File: config.mk
export PLATFORM = sky130hd
export DESIGN_NAME = qam_demapper
export DESIGN_NICKNAME = d
export VERILOG_FILES = /design/src/rtl/qam_demapper.sv
export SDC_FILE = /design/constraint.sdc
export NUM_CORES = 1
export LEC_CHECK = 0
export ABC_AREA = 1
export CORE_MARGIN = 10
export CORE_UTILIZATION = 56
export DETAILED_ROUTE_END_ITERATION = 10
export PLACE_DENSITY = 0.78
export SLEW_MARGIN = 0
export SYNTH_ARGS = -nofsm -noshare
export SYNTH_HDL_FRONTEND = slang
export SYNTH_SLANG_ARGS = --single-unit
File: constraint.sdc
create_clock -name symbol_clock -period 2.7 [get_ports symbol_clock]
set_clock_uncertainty 0.2 [all_clocks]
set_input_delay 0.54 -clock symbol_clock [delete_from_list [all_inputs] [get_ports symbol_clock]]
set_output_delay 0.54 -clock symbol_clock [all_outputs]
set_load 0.01 [all_outputs]
File: src/rtl/qam_demapper.sv
// Hard-decision 16-QAM demapper.
// Registers one signed I/Q sample per clock, slices it to a Gray-coded
// 4-bit symbol, and queues the symbols of a framed burst in a first-word
// fall-through FIFO for a downstream consumer.
module qam_demapper #(
    parameter int THRESH     = 64,
    parameter int FIFO_DEPTH = 16,
    parameter int FRAME_LEN  = 100
) (
    input  logic              symbol_clock,
    input  logic              rst,
    input  logic signed [7:0] I_in,
    input  logic signed [7:0] Q_in,
    input  logic              enable,
    input  logic              read,
    output logic [3:0]        data_out,
    output logic [3:0]        fifo_dout,
    output logic              available,
    output logic              complete,
    output logic              overflow
);

    localparam int PTR_W = $clog2(FIFO_DEPTH);
    localparam int CNT_W = $clog2(FRAME_LEN + 1);

    localparam logic [PTR_W:0]        FULL_LVL = (PTR_W + 1)'(FIFO_DEPTH);
    localparam logic [CNT_W-1:0]      LAST_SYM = CNT_W'(FRAME_LEN - 1);
    localparam logic signed [7:0]     POS_T    = 8'(THRESH);
    localparam logic signed [7:0]     NEG_T    = 8'(-THRESH);

    typedef enum logic [1:0] {
        IDLE  = 2'd0,
        RUN   = 2'd1,
        DRAIN = 2'd2,
        DONE  = 2'd3
    } state_t;

    // Per-axis decision: four regions split at -THRESH, 0 and +THRESH,
    // Gray-coded so adjacent regions differ in one bit.
    function automatic logic [1:0] slice_axis(input logic signed [7:0] x);
        logic [1:0] s;
        if (x < NEG_T)
            s = 2'b00;
        else if (x < 8'sd0)
            s = 2'b01;
        else if (x < POS_T)
            s = 2'b11;
        else
            s = 2'b10;
        return s;
    endfunction

    logic signed [7:0]  i_p0;
    logic signed [7:0]  q_p0;
    logic [3:0]         in_sym;

    state_t             state;
    logic [CNT_W-1:0]   sym_cnt;

    logic [3:0]         mem [FIFO_DEPTH];
    logic [PTR_W-1:0]   wr_ptr;
    logic [PTR_W-1:0]   rd_ptr;
    logic [PTR_W:0]     occ;

    logic               push;
    logic               pop;
    logic               full;
    logic               wr_ok;

    // Input capture stage: every edge, reset forces the all-zero sample.
    always_ff @(posedge symbol_clock) begin
        if (rst) begin
            i_p0 <= '0;
            q_p0 <= '0;
        end else begin
            i_p0 <= I_in;
            q_p0 <= Q_in;
        end
    end

    // The FIFO entry pushed on an edge is the same symbol data_out shows
    // after that edge, so it is sliced straight from the unregistered inputs.
    assign data_out = {slice_axis(i_p0), slice_axis(q_p0)};
    assign in_sym   = {slice_axis(I_in), slice_axis(Q_in)};

    assign push  = (state == RUN) && enable;
    assign pop   = read && (occ != '0);
    assign full  = (occ == FULL_LVL);
    // A pop on the same edge frees the slot, so a full FIFO still accepts.
    assign wr_ok = push && (!full || pop);

    // Burst framing FSM with registered completion flag.
    always_ff @(posedge symbol_clock) begin
        if (rst) begin
            state    <= IDLE;
            sym_cnt  <= '0;
            complete <= 1'b0;
        end else begin
            case (state)
                IDLE: begin
                    if (enable)
                        state <= RUN;
                end
                RUN: begin
                    if (!enable) begin
                        state <= DRAIN;
                    end else begin
                        sym_cnt <= sym_cnt + 1'b1;
                        if (sym_cnt == LAST_SYM)
                            state <= DRAIN;
                    end
                end
                DRAIN: begin
                    if (occ == '0) begin
                        state    <= DONE;
                        complete <= 1'b1;
                    end
                end
                DONE: begin
                    if (!enable) begin
                        state    <= IDLE;
                        sym_cnt  <= '0;
                        complete <= 1'b0;
                    end
                end
                default: begin
                    state <= IDLE;
                end
            endcase
        end
    end

    // FIFO storage: data only, contents are meaningless until pointed at.
    always_ff @(posedge symbol_clock) begin
        if (!rst && wr_ok)
            mem[wr_ptr] <= in_sym;
    end

    // FIFO pointers, occupancy and sticky overflow flag.
    always_ff @(posedge symbol_clock) begin
        if (rst) begin
            wr_ptr   <= '0;
            rd_ptr   <= '0;
            occ      <= '0;
            overflow <= 1'b0;
        end else begin
            if (wr_ok)
                wr_ptr <= wr_ptr + 1'b1;
            if (pop)
                rd_ptr <= rd_ptr + 1'b1;
            if (push && full && !pop)
                overflow <= 1'b1;
            case ({wr_ok, pop})
                2'b10:   occ <= occ + 1'b1;
                2'b01:   occ <= occ - 1'b1;
                default: occ <= occ;
            endcase
        end
    end

    assign available = (occ != '0);
    assign fifo_dout = available ? mem[rd_ptr] : 4'h0;

endmodule

==> results.yml <==
finish:
  mostFrequentLayoutCells: "nor2_1 (66), edfxtp_1 (64), o21ai_0 (43), inv_1 (40), nand2_1 (38)"
  layout-drive-gt1-share_pct: 16.1
  n_fill_cell: 538
  layout_commonest_cell: "nor2_1"
  fin_cells: 577
  layout.nets: 510
  diodes: 0
  areaGrowthSynthToFinish_pct: 17.6
  utilization_pct: 68.1
worst_setup_path:
  r2r_start: "state[1]"
  critPathLaunchType: "flip-flop"
  critical_path_class: "reg -> out"
  r2r-end: "mem[8][1]"
  endpoint_kind: "output port"
  crit_fanout: 8
  cp.arrival_ns: 1.82
  r2r_slack_ns: 0.44
  r2r_cells: 8
  crit_required_ns: 1.96
routing:
  ant_nets: 0
  wl_per_cell_um: 15.4
  drt-vias-per-instance: 5.46
  drt_iter0_markers: 188
  drcViolationCount: 0
  drt_pass1_iterations: 4
  vias: 3151
  wl_um: 8890
pwr:
  max-vdd-ir-drop_mv: 0.522
  p_per_area_mw_per_mm2: 825
  cellLeakagePower_nw: 1.94
global_routing:
  grt_pass1_wl_um: 14600
  grt_pass1_vias: 3060
  grt_max_degree: 21
  grt_use_total_pct: 15.9
  antenna_found_initial: 0
  overflow: 0
die:
  row_count: 31
  die_area_mm2: 0.0115
  io_pins: 31
  die_h_um: 107
  initial_core_util_pct: 58.0
  die_w_um: 107
  core_area_mm2: 0.00733
sta:
  tightest_slew_ns: 0.640
  final.period_utilization_pct: 94.7
  setup_viol: 0
  max_freq_ghz: 0.391
  fin_crit_ns: 2.56
  hold_violations: 0
  drv_slew: 0
  slew_headroom_pct: 56.9
  rsz0062_at_grt: "no"
worst_hold_path:
  worstHoldPathType: "reg -> reg"
  hp-start: "sym_cnt[1]"
  hold_path_end: "sym_cnt[1]"
  worstHoldPathCells: 2
synth:
  synth.distinct_cells: 30
  synth_nets: 458
  syn_area_mm2: 0.00425
  synth_top_area_share_pct: 45.2
  yosys.area.top_type: "edfxtp_1"
  ys_ff_latch: 96
  yosys_warnings: 0
  synth_area_leaders: "edfxtp_1 (45%), dfxtp_1 (15%), nor2_1 (5.8%)"
  synth-seq-area-share_pct: 60.3
  synth_area_per_cell_um2: 10.1
  syn_inst: 421
place:
  port_buffers: 18
  dp.cells: 557
  dp_hpwl_um: 6250
  gp_congestion: 0.885
clocking:
  ctsLongestPathBuffers: 2
  cts_max_level: 3
  cts_tree: "done"
  clk_pin_slew_ns: 0.09
  cts_buffers: 9
  clock-sinks: 96
  cts_hold_buf: 0
  clk_latency_ns: 0.37
  cts_root_buf: "clkbuf_8"
run:
  drv_cap: 0
status:
  outcome: "finished, final reports clean"
## per-layer routing
layer | share of wire (%) | GRT usage [%] | vias up
li1 | - | - | 1572
met1 | 42 | 18.9 | 1497
met2 | 51 | 28.1 | 72
met3 | 5.6 | 3.17 | 10
met4 | 1.3 | 5.22 | 0
met5 | 0 | 0 | -
## power breakdown
| part | leakage (nW) | internal, mW | total, mW | switching (mW) |
|---|---|---|---|---|
| Clock | 0.0965 | 0.455 | 0.956 | 0.501 |
| Sequential | 0.840 | 1.67 | 1.77 | 0.0914 |
| Combinational | 1.00 | 0.552 | 1.40 | 0.847 |
| Total | 1.94 | 2.68 | 4.12 | 1.44 |
## Yosys cell counts, drive strengths merged
cell,number
a21oi,18
buf,1
nor2,69
edfxtp,64
dfxtp,32
xor2,1
clkbuf,11
nand3,26
a31o,1
o21ai,51
nor3b,4
o22ai,4
nand2,40
inv,51
or2,1
a211oi,3
o221ai,12
ha,17
nand4,4
and3,1
nor3,10
## kinds of logic (layout without fill, tap and decap cells)
group	Yosys count	count (layout)	synth area share [%]
XOR/XNOR	1	1	0.206
adder cells (fa/ha/maj)	17	17	5.01
flip-flops	96	96	60.3
AO/OA/AOI/OAI	89	89	11.9
buffers and inverters	63	120	5.59
AND/OR/NAND/NOR	155	155	17.0
## stage by stage
| step | power (mW) | hold slack [ns] | setup TNS [ns] | instance area, um2 | setup WS [ns] |
|---|---|---|---|---|---|
| after floorplan | 2.65 | 0.252 | 0 | 4250 | 0.682 |
| after global placement | 3.11 | 0.258 | 0 | 4750 | 0.0620 |
| after detailed placement | 3.16 | 0.273 | -0.0439 | 4750 | -0.0439 |
| after CTS | 4.10 | 0.290 | -0.00973 | 4960 | -0.00973 |
| after global routing | 4.38 | 0.309 | 0 | 4990 | 0.000470 |
| final | 4.12 | 0.287 | 0 | 4990 | 0.143 |
## flip-flops by register name, summed over array words and instances, names as in the netlist, 2 cells and up, named ones only
name     count
i_p0         2
mem         64
occ          5
q_p0         2
rd_ptr       4
state        2
sym_cnt      7
wr_ptr       4
## worst max-delay path, cell delays in order (launching register included)
cell and delay [ns]:
dfxtp_4 0.37, inv_1 0.07, buf_4 0.14, o21ai_0 0.10
o221ai_1 0.24, nand3_1 0.12, a21oi_1 0.16, clkdlybuf4s15_1 0.25
## area by class of cell
class	count	area (um2)	area share [%]
sequential	96	2570	51.5
multi-input combinational	262	1450	29.0
timing repair buffer	53	454	9.09
inverter	51	194	3.88
clock buffer	10	138	2.76
tap	99	124	2.48
clock inverter	6	66.3	1.33
## worst max path at each step
stage,endpoint,slack [ns],cells after the start
finish,fifo_dout[2],0.14,7
global route,fifo_dout[2],0.0005,7
CTS,fifo_dout[0],-0.01,7
detailed placement,fifo_dout[0],-0.04,5
global placement,fifo_dout[2],0.06,5
floorplan,occ[4],0.68,15
## what timing repair did
| action | CTS | global route |
|---|---|---|
| endpoints found under the hold margin | 0 | 0 |
| buffers inserted | 0 | 3 |
| pin swaps | 3 | 7 |
| gates resized for setup | 12 | 11 |
| gates cloned | 0 | 1 |
| endpoints found under the setup margin | 4 | 4 |
Note: power is estimated with default switching activity, not from simulation.
